==> src/rtl/uart_prog_loader.sv <==
// UART (8N1) program loader: assembles little-endian 32-bit words from received
// bytes and writes them to instruction memory until full or an end marker arrives.
module uart_prog_loader #(
  parameter int CLKS_PER_BIT = 347,
  parameter int NUM_WORDS    = 256,
  parameter int ADDR_W       = 8
) (
  input  logic              clk,
  input  logic              rst_n,
  input  logic              rx_i,
  output logic              mem_we_o,
  output logic [ADDR_W-1:0] mem_addr_o,
  output logic [31:0]       mem_wdata_o,
  output logic              prog_done_o,
  output logic              frame_err_o,
  output logic [1:0]        dbg_state_o
);

  localparam int CNT_W = $clog2(CLKS_PER_BIT);
  localparam int WC_W  = $clog2(NUM_WORDS + 1);
  localparam logic [CNT_W-1:0] HALF_CNT = CNT_W'(CLKS_PER_BIT / 2);
  localparam logic [CNT_W-1:0] LAST_CNT = CNT_W'(CLKS_PER_BIT - 1);
  localparam logic [WC_W-1:0]  NUM_WC   = WC_W'(NUM_WORDS);

  typedef enum logic [1:0] {IDLE, START, DATA, STOP} state_t;

  state_t            state_q, state_d;
  logic              rx_meta_q, rx_sync_q, rx_prev_q;
  logic [CNT_W-1:0]  clk_cnt_q, clk_cnt_d;
  logic [2:0]        bit_cnt_q, bit_cnt_d;
  logic [7:0]        shift_q, shift_d;
  logic [1:0]        byte_pos_q, byte_pos_d;
  logic [23:0]       word_q, word_d;
  logic [WC_W-1:0]   word_cnt_q, word_cnt_d;
  logic              we_q, we_d;
  logic [ADDR_W-1:0] addr_q, addr_d;
  logic [31:0]       wdata_q, wdata_d;
  logic              done_q, done_d;
  logic              ferr_q, ferr_d;
  logic [31:0]       full_word;

  // The fourth byte completes the word straight from the shift register.
  assign full_word = {shift_q, word_q};

  always_comb begin
    state_d    = state_q;
    clk_cnt_d  = clk_cnt_q;
    bit_cnt_d  = bit_cnt_q;
    shift_d    = shift_q;
    byte_pos_d = byte_pos_q;
    word_d     = word_q;
    word_cnt_d = word_cnt_q;
    we_d       = 1'b0;
    addr_d     = addr_q;
    wdata_d    = wdata_q;
    done_d     = done_q;
    ferr_d     = ferr_q;

    // The count has already advanced past the last slot while the final strobe is high.
    if (we_q && (word_cnt_q == NUM_WC)) done_d = 1'b1;

    case (state_q)
      IDLE: begin
        clk_cnt_d = '0;
        bit_cnt_d = '0;
        if (!done_q && rx_prev_q && !rx_sync_q) state_d = START;
      end
      START: begin
        if (clk_cnt_q == HALF_CNT) begin
          clk_cnt_d = '0;
          state_d   = rx_sync_q ? IDLE : DATA;
        end else begin
          clk_cnt_d = clk_cnt_q + CNT_W'(1);
        end
      end
      DATA: begin
        if (clk_cnt_q == LAST_CNT) begin
          clk_cnt_d = '0;
          shift_d   = {rx_sync_q, shift_q[7:1]};
          bit_cnt_d = bit_cnt_q + 3'd1;
          if (bit_cnt_q == 3'd7) state_d = STOP;
        end else begin
          clk_cnt_d = clk_cnt_q + CNT_W'(1);
        end
      end
      STOP: begin
        if (clk_cnt_q == LAST_CNT) begin
          clk_cnt_d = '0;
          state_d   = IDLE;
          if (!done_q) begin
            if (!rx_sync_q) begin
              ferr_d = 1'b1;
            end else if (byte_pos_q == 2'd3) begin
              byte_pos_d = '0;
              word_d     = '0;
              if (full_word == 32'hFFFF_FFFF) begin
                done_d = 1'b1;
              end else begin
                we_d       = 1'b1;
                addr_d     = ADDR_W'(word_cnt_q);
                wdata_d    = full_word;
                word_cnt_d = word_cnt_q + WC_W'(1);
              end
            end else begin
              case (byte_pos_q)
                2'd0:    word_d[7:0]   = shift_q;
                2'd1:    word_d[15:8]  = shift_q;
                default: word_d[23:16] = shift_q;
              endcase
              byte_pos_d = byte_pos_q + 2'd1;
            end
          end
        end else begin
          clk_cnt_d = clk_cnt_q + CNT_W'(1);
        end
      end
      default: state_d = IDLE;
    endcase
  end

  always_ff @(posedge clk or negedge rst_n) begin
    if (!rst_n) begin
      state_q    <= IDLE;
      rx_meta_q  <= 1'b1;
      rx_sync_q  <= 1'b1;
      rx_prev_q  <= 1'b1;
      clk_cnt_q  <= '0;
      bit_cnt_q  <= '0;
      shift_q    <= '0;
      byte_pos_q <= '0;
      word_q     <= '0;
      word_cnt_q <= '0;
      we_q       <= 1'b0;
      addr_q     <= '0;
      wdata_q    <= '0;
      done_q     <= 1'b0;
      ferr_q     <= 1'b0;
    end else begin
      state_q    <= state_d;
      rx_meta_q  <= rx_i;
      rx_sync_q  <= rx_meta_q;
      rx_prev_q  <= rx_sync_q;
      clk_cnt_q  <= clk_cnt_d;
      bit_cnt_q  <= bit_cnt_d;
      shift_q    <= shift_d;
      byte_pos_q <= byte_pos_d;
      word_q     <= word_d;
      word_cnt_q <= word_cnt_d;
      we_q       <= we_d;
      addr_q     <= addr_d;
      wdata_q    <= wdata_d;
      done_q     <= done_d;
      ferr_q     <= ferr_d;
    end
  end

  assign mem_we_o    = we_q;
  assign mem_addr_o  = addr_q;
  assign mem_wdata_o = wdata_q;
  assign prog_done_o = done_q;
  assign frame_err_o = ferr_q;
  assign dbg_state_o = state_q;

endmodule

==> config.mk <==
export PLATFORM = sky130hd
export DESIGN_NAME = uart_prog_loader
export DESIGN_NICKNAME = d
export VERILOG_FILES = /design/src/rtl/uart_prog_loader.sv
export SDC_FILE = /design/constraint.sdc
export NUM_CORES = 1
export LEC_CHECK = 0
export BUFFER_PORTS_ARGS = -buffer_cell sky130_fd_sc_hd__clkbuf_2
export CORE_AREA = 2 2 128 130
export CTS_BUF_LIST = sky130_fd_sc_hd__clkbuf_8
export DETAILED_ROUTE_END_ITERATION = 16
export DIE_AREA = 0 0 130 132
export PLACE_DENSITY = 0.46
export SYNTH_ARGS = -nofsm -noshare
export SYNTH_HDL_FRONTEND = slang
export SYNTH_SLANG_ARGS = --single-unit
==> constraint.sdc <==
create_clock -name clk -period 5.65 [get_ports clk]
set_clock_uncertainty 0.15 [all_clocks]
set_input_delay 0.2825 -clock clk [delete_from_list [all_inputs] [get_ports clk]]
set_output_delay 0.2825 -clock clk [all_outputs]
set_load 0.01 [all_outputs]
======== Word level (Yosys, flattened, before mapping) ========
Index checks and enable logic that the tools add are counted.
cells by class
  add/subtract/negate cells ............... 4
  equality and inequality tests ........... 16
  muxes and demuxes ....................... 30
  bitwise logic cells ..................... 3
  reduce and logical (&&, ||, !) cells .... 21
operators with widths
  operator                number
  $eq A32 B32 Y1 const B  1
  $pmux W9 S3             1
  $mux W24                1
  $mux W8                 3
  $reduce_and A5 Y1       4
  $add A9 B1 Y9 const B   2
  $eq A9 B9 Y1 const B    2
  $mux W9                 2
  $mux W2                 7
  $mux W1                 13
  $ne A2 B2 Y1 const B    5
  $eq A9 B8 Y1 const B    1
  $pmux W2 S4             1
  $reduce_and A4 Y1       2
  $eq A2 B2 Y1 const B    3
  $pmux W3 S2             1
  $reduce_and A6 Y1       1
  $reduce_bool A2 Y1      3
  $eq A2 B1 Y1 const B    2
  $logic_not A2 Y1        2
  $reduce_and A2 Y1       2
  $reduce_or A2 Y1        2
  $add A3 B1 Y3 const B   1
  $eq A3 B3 Y1 const B    1
  6 further kinds         11
word-level totals
  bits in registers ....................... 103
  output and inout bits ................... 45
  logic and storage cells ................. 91

======== Longest topological paths before layout ========
Gate-level depths: netlist of run 1.
  word-level depth ........................ 9
  depth in mapped cells ................... 7

======== Worst setup path before layout of run 1 ========
OpenSTA, ideal clock, no wires.
  path kind ............................... flip-flop to flip-flop
  start point ............................. register clk_cnt_q[0]
  end point ............................... register addr_q[0], in the netlist mem_addr_o[0]
  setup time .............................. 125 ps
  data arrival time ....................... 1967 ps
  setup slack ............................. 3407 ps
  cell stages (with the launch flop) ...... 8
  buffers on the path ..................... 1
  period minus slack after synthesis ...... 2243 ps
  cell sequence ........................... dfrtp_1 > inv_1 > ha_1 > and4bb_2 > nand4_2 > a211oi_4 > buf_6 > mux2_4
between the ends
  word-level cells in the longest chain between the ends .. 2
RTL lines
  what                         RTL line  source
  start, declared              29        logic [CNT_W-1:0] clk_cnt_q, clk_cnt_d;
  start signal, assigned       143       clk_cnt_q <= clk_cnt_d;
  $eq A9 B9 Y1                 87        if (clk_cnt_q == LAST_CNT) begin
  $reduce_and A6 Y1 (no line)  -
  end signal, assigned         150       addr_q <= addr_d;
  end, declared                36        logic [ADDR_W-1:0] addr_q, addr_d;
No other way between the ends.
A chain may end at the register's enable or synchronous reset.

======== Worst setup path in the final report of run 1 ========
  start point ............................. register byte_pos_q[0]
  end point ............................... register wdata_q[1], in the netlist mem_wdata_o[1]
between the ends
  word-level cells in the longest chain between the ends .. 2
RTL lines
  what                         RTL line  source
  start, declared              32        logic [1:0] byte_pos_q, byte_pos_d;
  start signal, assigned       146       byte_pos_q <= byte_pos_d;
  $eq A2 B2 Y1                 93        end else if (byte_pos_q == 2'd3) begin
  $reduce_and A6 Y1 (no line)  -
  end signal, assigned         151       wdata_q <= wdata_d;
  end, declared                37        logic [31:0] wdata_q, wdata_d;
No other way between the ends.

==> flow_summary_export.csv, run 1 <==
group,metric,value,unit
outcome,status,"completed",
floorplan,dieHeight,132,microns
final_layout,drive_gt1_share,31.0,%
synthesis,async_reset_ff_share,100,%
clocking,cts_resized,0,
synthesis,syn-mean-instance-area,13.2,sq um
setup_path,cp.depth,5,
route,totalWireLength,9600,microns
sta,finalHoldWorstSlack,0.210,ns
setup_path,slowest_delay,0.67,ns
floorplan,initial_core_util,29.8,%
sta,rsz0062_at_grt,"no",
sta,finalHoldViolCount,0,
sta,fmax,317,MHz
setup_path,critPathMaxFanout,39,
final_layout,finalNonFillerCells,622,
floorplan,die_w,130,microns
synthesis,synth_nets,367,
sta,tightest_slew,1.04,ns
setup_path,cp_slowest_cell,"ha_1",
clocking,clkSinkCount,103,
synthesis,synth-seq-area-share,55.2,%
route,avgRoutedWirePerCell,15.4,microns
floorplan,top_level_ports,48,
sta,slew_violations,0,
setup_path,crit_chain,"ha_1 > nand4_2 > a211oi_4 > buf_4 > mux2_2",
synthesis,syn_area,4680,sq um
power_and_ir_drop,total_power,1.41,mW
clocking,root_buffer,"clkbuf_8",
synthesis,synth_cell_type_count,46,
power_and_ir_drop,power.density,264,nW/um^2
worst_hold_path,whs_path_depth,0,
clocking,htreeDepth,3,
power_and_ir_drop,power_frac_clock,34.8,%
setup_path,crit_required,5.76,ns
global_route,overflow,0,
route,drtIter0Drc,180,
placement,io_buffers,47,
global_route,grt_pass1_vias,3051,
sta,fin_crit,3.15,ns
worst_hold_path,hold_class,"reg -> reg",
job,drv_cap,0,
setup_path,startpoint_type,"flop",
route,vias,2869,
power_and_ir_drop,power.switching,0.358,mW
power_and_ir_drop,p_sw_share,25.3,%
synthesis,netlist_instances,354,
clocking,path_clk_slew,0.09,ns
sta,finalSetupTns,0,ns
setup_path,reg2regPathDepth,5,
synthesis,synth_warnings,0,
clocking,hold_buffers,2,
placement,dpl.hpwl,6460,microns
sta,setup_viol_count_final,0,
route,vias_per_cell,4.61,
global_route,grt_pass1_wl,16600,microns
setup_path,cp-end-kind,"flop",
final_layout,nNetsFinal,414,
final_layout,area_growth,14.5,%
synthesis,ys_seq_elements,103,
route,ant_nets,0,
floorplan,core-area,15700,sq um
clocking,cts.path.max_buffers,2,
global_route,antenna_found_initial,0,
global_route,grt_usage,12.2,%
synthesis,synth_flop_cell,"dfrtp_1",
clocking,numCtsBuffers,9,
placement,dp_cells,604,
floorplan,fp-row-count,46,
placement,place.gp.congestion,0.787,
placement,dp_worst_setup_slack,2.48,ns
clocking,tritoncts,"built",
final_layout,antenna_cells,0,
setup_path,cp.arrival,3.26,ns
setup_path,path_class,"reg -> reg",
power_and_ir_drop,p_seq_share,57.8,%
sta,max_slew_margin,30.2,%
setup_path,cp_num_buf_inv,1,
power_and_ir_drop,power.leakage,2.53,nW
route,drc,0,
setup_path,crit_family,"adder cells",
global_route,grt_max_degree,57,
power_and_ir_drop,internal-power,1.06,mW
clocking,postCtsSetupRepairBufs,0,
sta,fin_ws,2.50,ns
sta,fin_crit_sh,55.8,%
power_and_ir_drop,peakVddDrop,0.000118,V
floorplan,dieArea,17200,sq um
clocking,clk_latency,0.38,ns
power_and_ir_drop,power_frac_comb,7.4,%
synthesis,synth_edf_count,0,
route,drt_first_pass_iters,4,
[layer usage]
| metal | vias to the layer above | GRT usage (%) | share of wire (%) |
|---|---|---|---|
| met4 | 0 | 2.81 | 0.84 |
| li1 | 1400 | - | - |
| met1 | 1422 | 16.9 | 50 |
| met5 | - | 0 | 0 |
| met2 | 42 | 18.6 | 46 |
| met3 | 5 | 3.77 | 3.5 |
[path summary, 6_finish.rpt]
| check | end | start | slack, ns |
|---|---|---|---|
| max reg2reg | mem_wdata_o[1]$_DFFE_PN0P_ | byte_pos_q[0]$_DFFE_PN0P_ | 2.50 |
| min reg2reg | rx_sync_q$_DFF_PN1_ | rx_meta_q$_DFF_PN1_ | 0.21 |
| max in group asynchronous | shift_q[2]$_DFFE_PN0P_ | rst_n | 3.89 |
| min in group asynchronous | mem_wdata_o[8]$_DFFE_PN0P_ | rst_n | 0.32 |
| max | mem_wdata_o[1]$_DFFE_PN0P_ | byte_pos_q[0]$_DFFE_PN0P_ | 2.50 |
| min | rx_sync_q$_DFF_PN1_ | rx_meta_q$_DFF_PN1_ | 0.21 |
[Yosys cell counts (2+ instances only)]
library cell,n,area [sq um]
dfrtp_1,100,2500
a31oi_1,8,50.1
a2111oi_0,6,52.6
nor3_1,2,10.0
nor4b_1,2,17.5
nor4_4,3,63.8
xnor2_1,3,26.3
inv_1,17,63.8
buf_6,4,45.0
nor2b_1,8,50.1
nand4_1,11,68.8
nand2_1,16,60.1
mux2_2,11,124
a22o_1,12,105
and3_1,3,18.8
ha_1,10,125
nand2b_1,2,12.5
dfstp_2,3,78.8
xor2_1,12,105
a211oi_1,2,15.0
nand4b_1,2,17.5
nand3_1,5,25.0
o41ai_1,9,78.8
nor2_1,10,37.5
mux2_4,39,586
clkbuf_1,11,41.3
or3_1,2,12.5
a41oi_1,2,17.5
o21ai_0,22,110
[worst reg2reg max path, cell delays in order, from the launching register on]
cell and delay [ns]:
dfrtp_1 0.40, ha_1 0.67, nand4_2 0.31, a211oi_4 0.44, buf_4 0.63, mux2_2 0.45
[metrics by stage]
stage	area, sq um	util, %
floorplan	4680	-
global placement	5120	32.6
detailed placement	5120	32.6
CTS	5350	34.1
global route	5350	34.1
finish	5350	34.1
[cells by family after synthesis]
family	synth area share, %
flops	55.2
simple gates	10.4
compound gates	10.4
mux	15.2
buf+inv	3.29
xor+xnor	2.81
fa+ha+maj	2.68
[sequential cells by signal (all words and copies together) (netlist names), 2 cells and up, named ones only]
register and cells:
bit_cnt_q 3, byte_pos_q 2, shift_q 8, clk_cnt_q 9, word_q 24, mem_addr_o 8
word_cnt_q 9, mem_wdata_o 32
[cells in the final DEF, fill, tap and decap left out, types with 3 or more instances in the layout]
master / synthesis / routed
a2111oi_0: 6 / 6
a22o_1: 12 / 12
a31oi_1: 8 / 8
and3_1: 3 / 3
buf_4: 0 / 4
clkbuf_2: 0 / 46
clkbuf_8: 0 / 12
dfrtp_1: 100 / 100
dfstp_2: 3 / 3
ha_1: 10 / 10
inv_1: 17 / 17
mux2_2: 11 / 11
mux2_4: 39 / 39
nand2_1: 16 / 16
nand3_1: 5 / 5
nand4_1: 11 / 11
nor2_1: 10 / 10
nor2b_1: 8 / 8
nor4_4: 3 / 3
o21ai_0: 22 / 22
o41ai_1: 9 / 9
xnor2_1: 3 / 3
xor2_1: 12 / 12
[power groups by stage]
| stage | logic [mW] | registers [mW] | clock network (mW) |
|---|---|---|---|
| after CTS | 0.108 | 0.817 | 0.519 |
| after global routing | 0.122 | 0.826 | 0.544 |
| after floorplan | 0.0797 | 0.812 | 0 |
| after global placement | 0.104 | 0.831 | 0 |
| final | 0.105 | 0.817 | 0.492 |
| after detailed placement | 0.105 | 0.832 | 0 |
[final cells by class]
type | instances | area [sq um]
Clock buffer | 12 | 165
Clock inverter | 4 | 52.6
Fill cell | 1570 | 10400
Inverter | 17 | 63.8
Multi-Input combinational cell | 218 | 1940
Sequential cell | 103 | 2580
Tap cell | 216 | 270
Timing Repair Buffer | 52 | 280
No activity file was read; power rests on OpenSTA's default activity.
==> inputs of run 2 (changes only) <==
--- a/config.mk
+++ b/config.mk
@@ -10,7 +10,7 @@
 export CTS_BUF_LIST = sky130_fd_sc_hd__clkbuf_8
 export DETAILED_ROUTE_END_ITERATION = 16
 export DIE_AREA = 0 0 130 132
-export PLACE_DENSITY = 0.46
+export PLACE_DENSITY = 0.47
 export SYNTH_ARGS = -nofsm -noshare
 export SYNTH_HDL_FRONTEND = slang
 export SYNTH_SLANG_ARGS = --single-unit
==> constraint.sdc (replaced) <==
create_clock -name clk -period 2.9 [get_ports clk]
set_clock_uncertainty 0.15 [all_clocks]
set_input_delay 0.145 -clock clk [delete_from_list [all_inputs] [get_ports clk]]
set_output_delay 0.145 -clock clk [all_outputs]
set_load 0.01 [all_outputs]
==> run 2 against run 1 <==
  * Final cell count up 1.3%
  * Fmax up 28%
  * Critical path depth up 2
  * Core utilization up 0.27 points
  * Worst hold slack worse by 0.053 ns
  * Setup slack worse by 2.1 ns
  * Critical endpoint is now mem_addr_o[4]$_DFFE_PN0P_
  * Largest cell class unchanged
==> flow_summary_export.csv, run 2 (synthesis results as in run 1) <==
group,metric,value,unit
outcome,status,"completed",
clocking,root_buffer,"clkbuf_8",
clocking,path_clk_slew,0.09,ns
setup_path,critPathMaxFanout,18,
sta,finalSetupTns,0,ns
final_layout,final_common_cell,"dfrtp_1",
power_and_ir_drop,total_power,2.62,mW
route,ant_nets,0,
global_route,antenna_found_initial,0,
sta,fin_crit_sh,84.8,%
power_and_ir_drop,power.leakage,2.56,nW
floorplan,initial_core_util,29.8,%
floorplan,dieArea,17200,sq um
global_route,grt_max_degree,60,
clocking,clk_latency,0.39,ns
floorplan,top_level_ports,48,
route,drc,0,
final_layout,area_growth,15.4,%
worst_hold_path,hold_class,"in -> async",
clocking,clkSinkCount,103,
sta,finalHoldViolCount,0,
sta,fmax,407,MHz
final_layout,drive_gt1_share,31.9,%
power_and_ir_drop,power.density,486,nW/um^2
setup_path,crit_chain,"inv_1 > ha_1 > and4bb_2 > nand4_2 > a211oi_4 > buf_4 > mux2_4",
clocking,htreeDepth,3,
power_and_ir_drop,p_sw_share,26.7,%
setup_path,path_class,"reg -> reg",
sta,rsz0062_at_grt,"no",
clocking,cts_resized,0,
setup_path,startpoint_type,"flop",
global_route,grt_pass1_vias,2975,
setup_path,cp.arrival,2.57,ns
placement,place.gp.congestion,0.748,
placement,io_buffers,47,
floorplan,fp-row-count,46,
global_route,grt_pass1_wl,16500,microns
global_route,grt_usage,12.3,%
setup_path,slowest_delay,0.46,ns
setup_path,crit_required,3.01,ns
sta,max_slew_margin,48.2,%
final_layout,fin_util,34.3,%
sta,fin_ws,0.440,ns
sta,setup_viol_count_final,0,
route,vias,2950,
sta,fin_crit,2.46,ns
route,avgRoutedWirePerCell,15.7,microns
placement,dp_worst_setup_slack,0.417,ns
route,totalWireLength,9860,microns
power_and_ir_drop,internal-power,1.92,mW
power_and_ir_drop,power_frac_clock,31.5,%
sta,finalHoldWorstSlack,0.157,ns
global_route,overflow,0,
setup_path,cp_slowest_cell,"dfrtp_1",
sta,slew_violations,0,
floorplan,die_w,130,microns
setup_path,cp-end-kind,"flop",
route,drtIter0Drc,184,
clocking,cts.path.max_buffers,2,
final_layout,largest_reg_flops,32,
power_and_ir_drop,power.switching,0.701,mW
final_layout,layout_common_cells,"dfrtp_1 (100), clkbuf_2 (46), mux2_4 (39), o21ai_0 (22), inv_1 (19)",
floorplan,dieHeight,132,microns
clocking,tritoncts,"built",
power_and_ir_drop,power_frac_comb,8.0,%
floorplan,core-area,15700,sq um
route,drt_first_pass_iters,4,
final_layout,nNetsFinal,422,
power_and_ir_drop,p_seq_share,60.5,%
job,drv_cap,0,
clocking,postCtsSetupRepairBufs,0,
power_and_ir_drop,peakVddDrop,0.000199,V
final_layout,antenna_cells,0,
clocking,numCtsBuffers,9,
route,vias_per_cell,4.68,
placement,dpl.hpwl,6760,microns
clocking,hold_buffers,2,
sta,tightest_slew,0.757,ns
-- run 2: cell types whose count changed in the layout (fill, tap and decap cells not counted), sizes merged --
cell | previous run | this run
inv | 17 | 20
buf | 4 | 12
clkinvlp | 0 | 1
bufinv | 1 | 0
clkinv | 3 | 2
clkbuf | 58 | 56
-- run 2: power by group through the flow --
| stage | clock (mW) | combinational (mW) | sequential, mW |
|---|---|---|---|
| after global routing | 0.934 | 0.246 | 1.61 |
| after global placement | 0 | 0.207 | 1.61 |
| after CTS | 0.871 | 0.213 | 1.59 |
| after floorplan | 0 | 0.155 | 1.58 |
| final | 0.827 | 0.209 | 1.59 |
| after detailed placement | 0 | 0.210 | 1.62 |
-- run 2: cell type report --
class,count,area [sq um]
timing repair buffer,60,365
fill,1565,10300
clock buffer,10,138
inverter,17,63.8
multi-input combinational,218,1940
sequential,103,2580
clock inverter,6,37.5
tap,216,270
-- run 2: final timing paths --
check	depth (start not counted)	end	start	slack (ns)
min in group clk	0	rx_sync_q$_DFF_PN1_	rx_meta_q$_DFF_PN1_	0.21
max	7	mem_addr_o[4]$_DFFE_PN0P_	clk_cnt_q[0]$_DFF_PN0_	0.44
max in group asynchronous	3	mem_addr_o[6]$_DFFE_PN0P_	rst_n	1.71
max reg2reg	7	mem_addr_o[4]$_DFFE_PN0P_	clk_cnt_q[0]$_DFF_PN0_	0.44
min	2	mem_wdata_o[11]$_DFFE_PN0P_	rst_n	0.16
min reg2reg	0	rx_sync_q$_DFF_PN1_	rx_meta_q$_DFF_PN1_	0.21
-- run 2: per-layer routing --
metal | share of wire [%] | vias to the layer above | track usage [%]
met5 | 0 | - | 0
met1 | 48 | 1466 | 17.2
met3 | 4.5 | 8 | 3.77
met4 | 0.75 | 0 | 2.69
li1 | - | 1411 | -
met2 | 47 | 65 | 18.8
-- run 2: through the flow --
step,instances,cell area (sq um)
after detailed placement,612,5200
after CTS,630,5400
after global placement,612,5200
after global routing,630,5400
final,630,5400
after floorplan,354,4680
-- run 2: critical path, delay by kind of cell, from the launching register on --
| family | cells | cell delay [ns] |
|---|---|---|
| and+or+nand+nor | 2 | 0.48 |
| DFF | 1 | 0.46 |
| buffers and inverters | 2 | 0.46 |
| muxes | 1 | 0.33 |
| AOI/OAI and AO/OA | 1 | 0.31 |
| adders and majority gates | 1 | 0.15 |
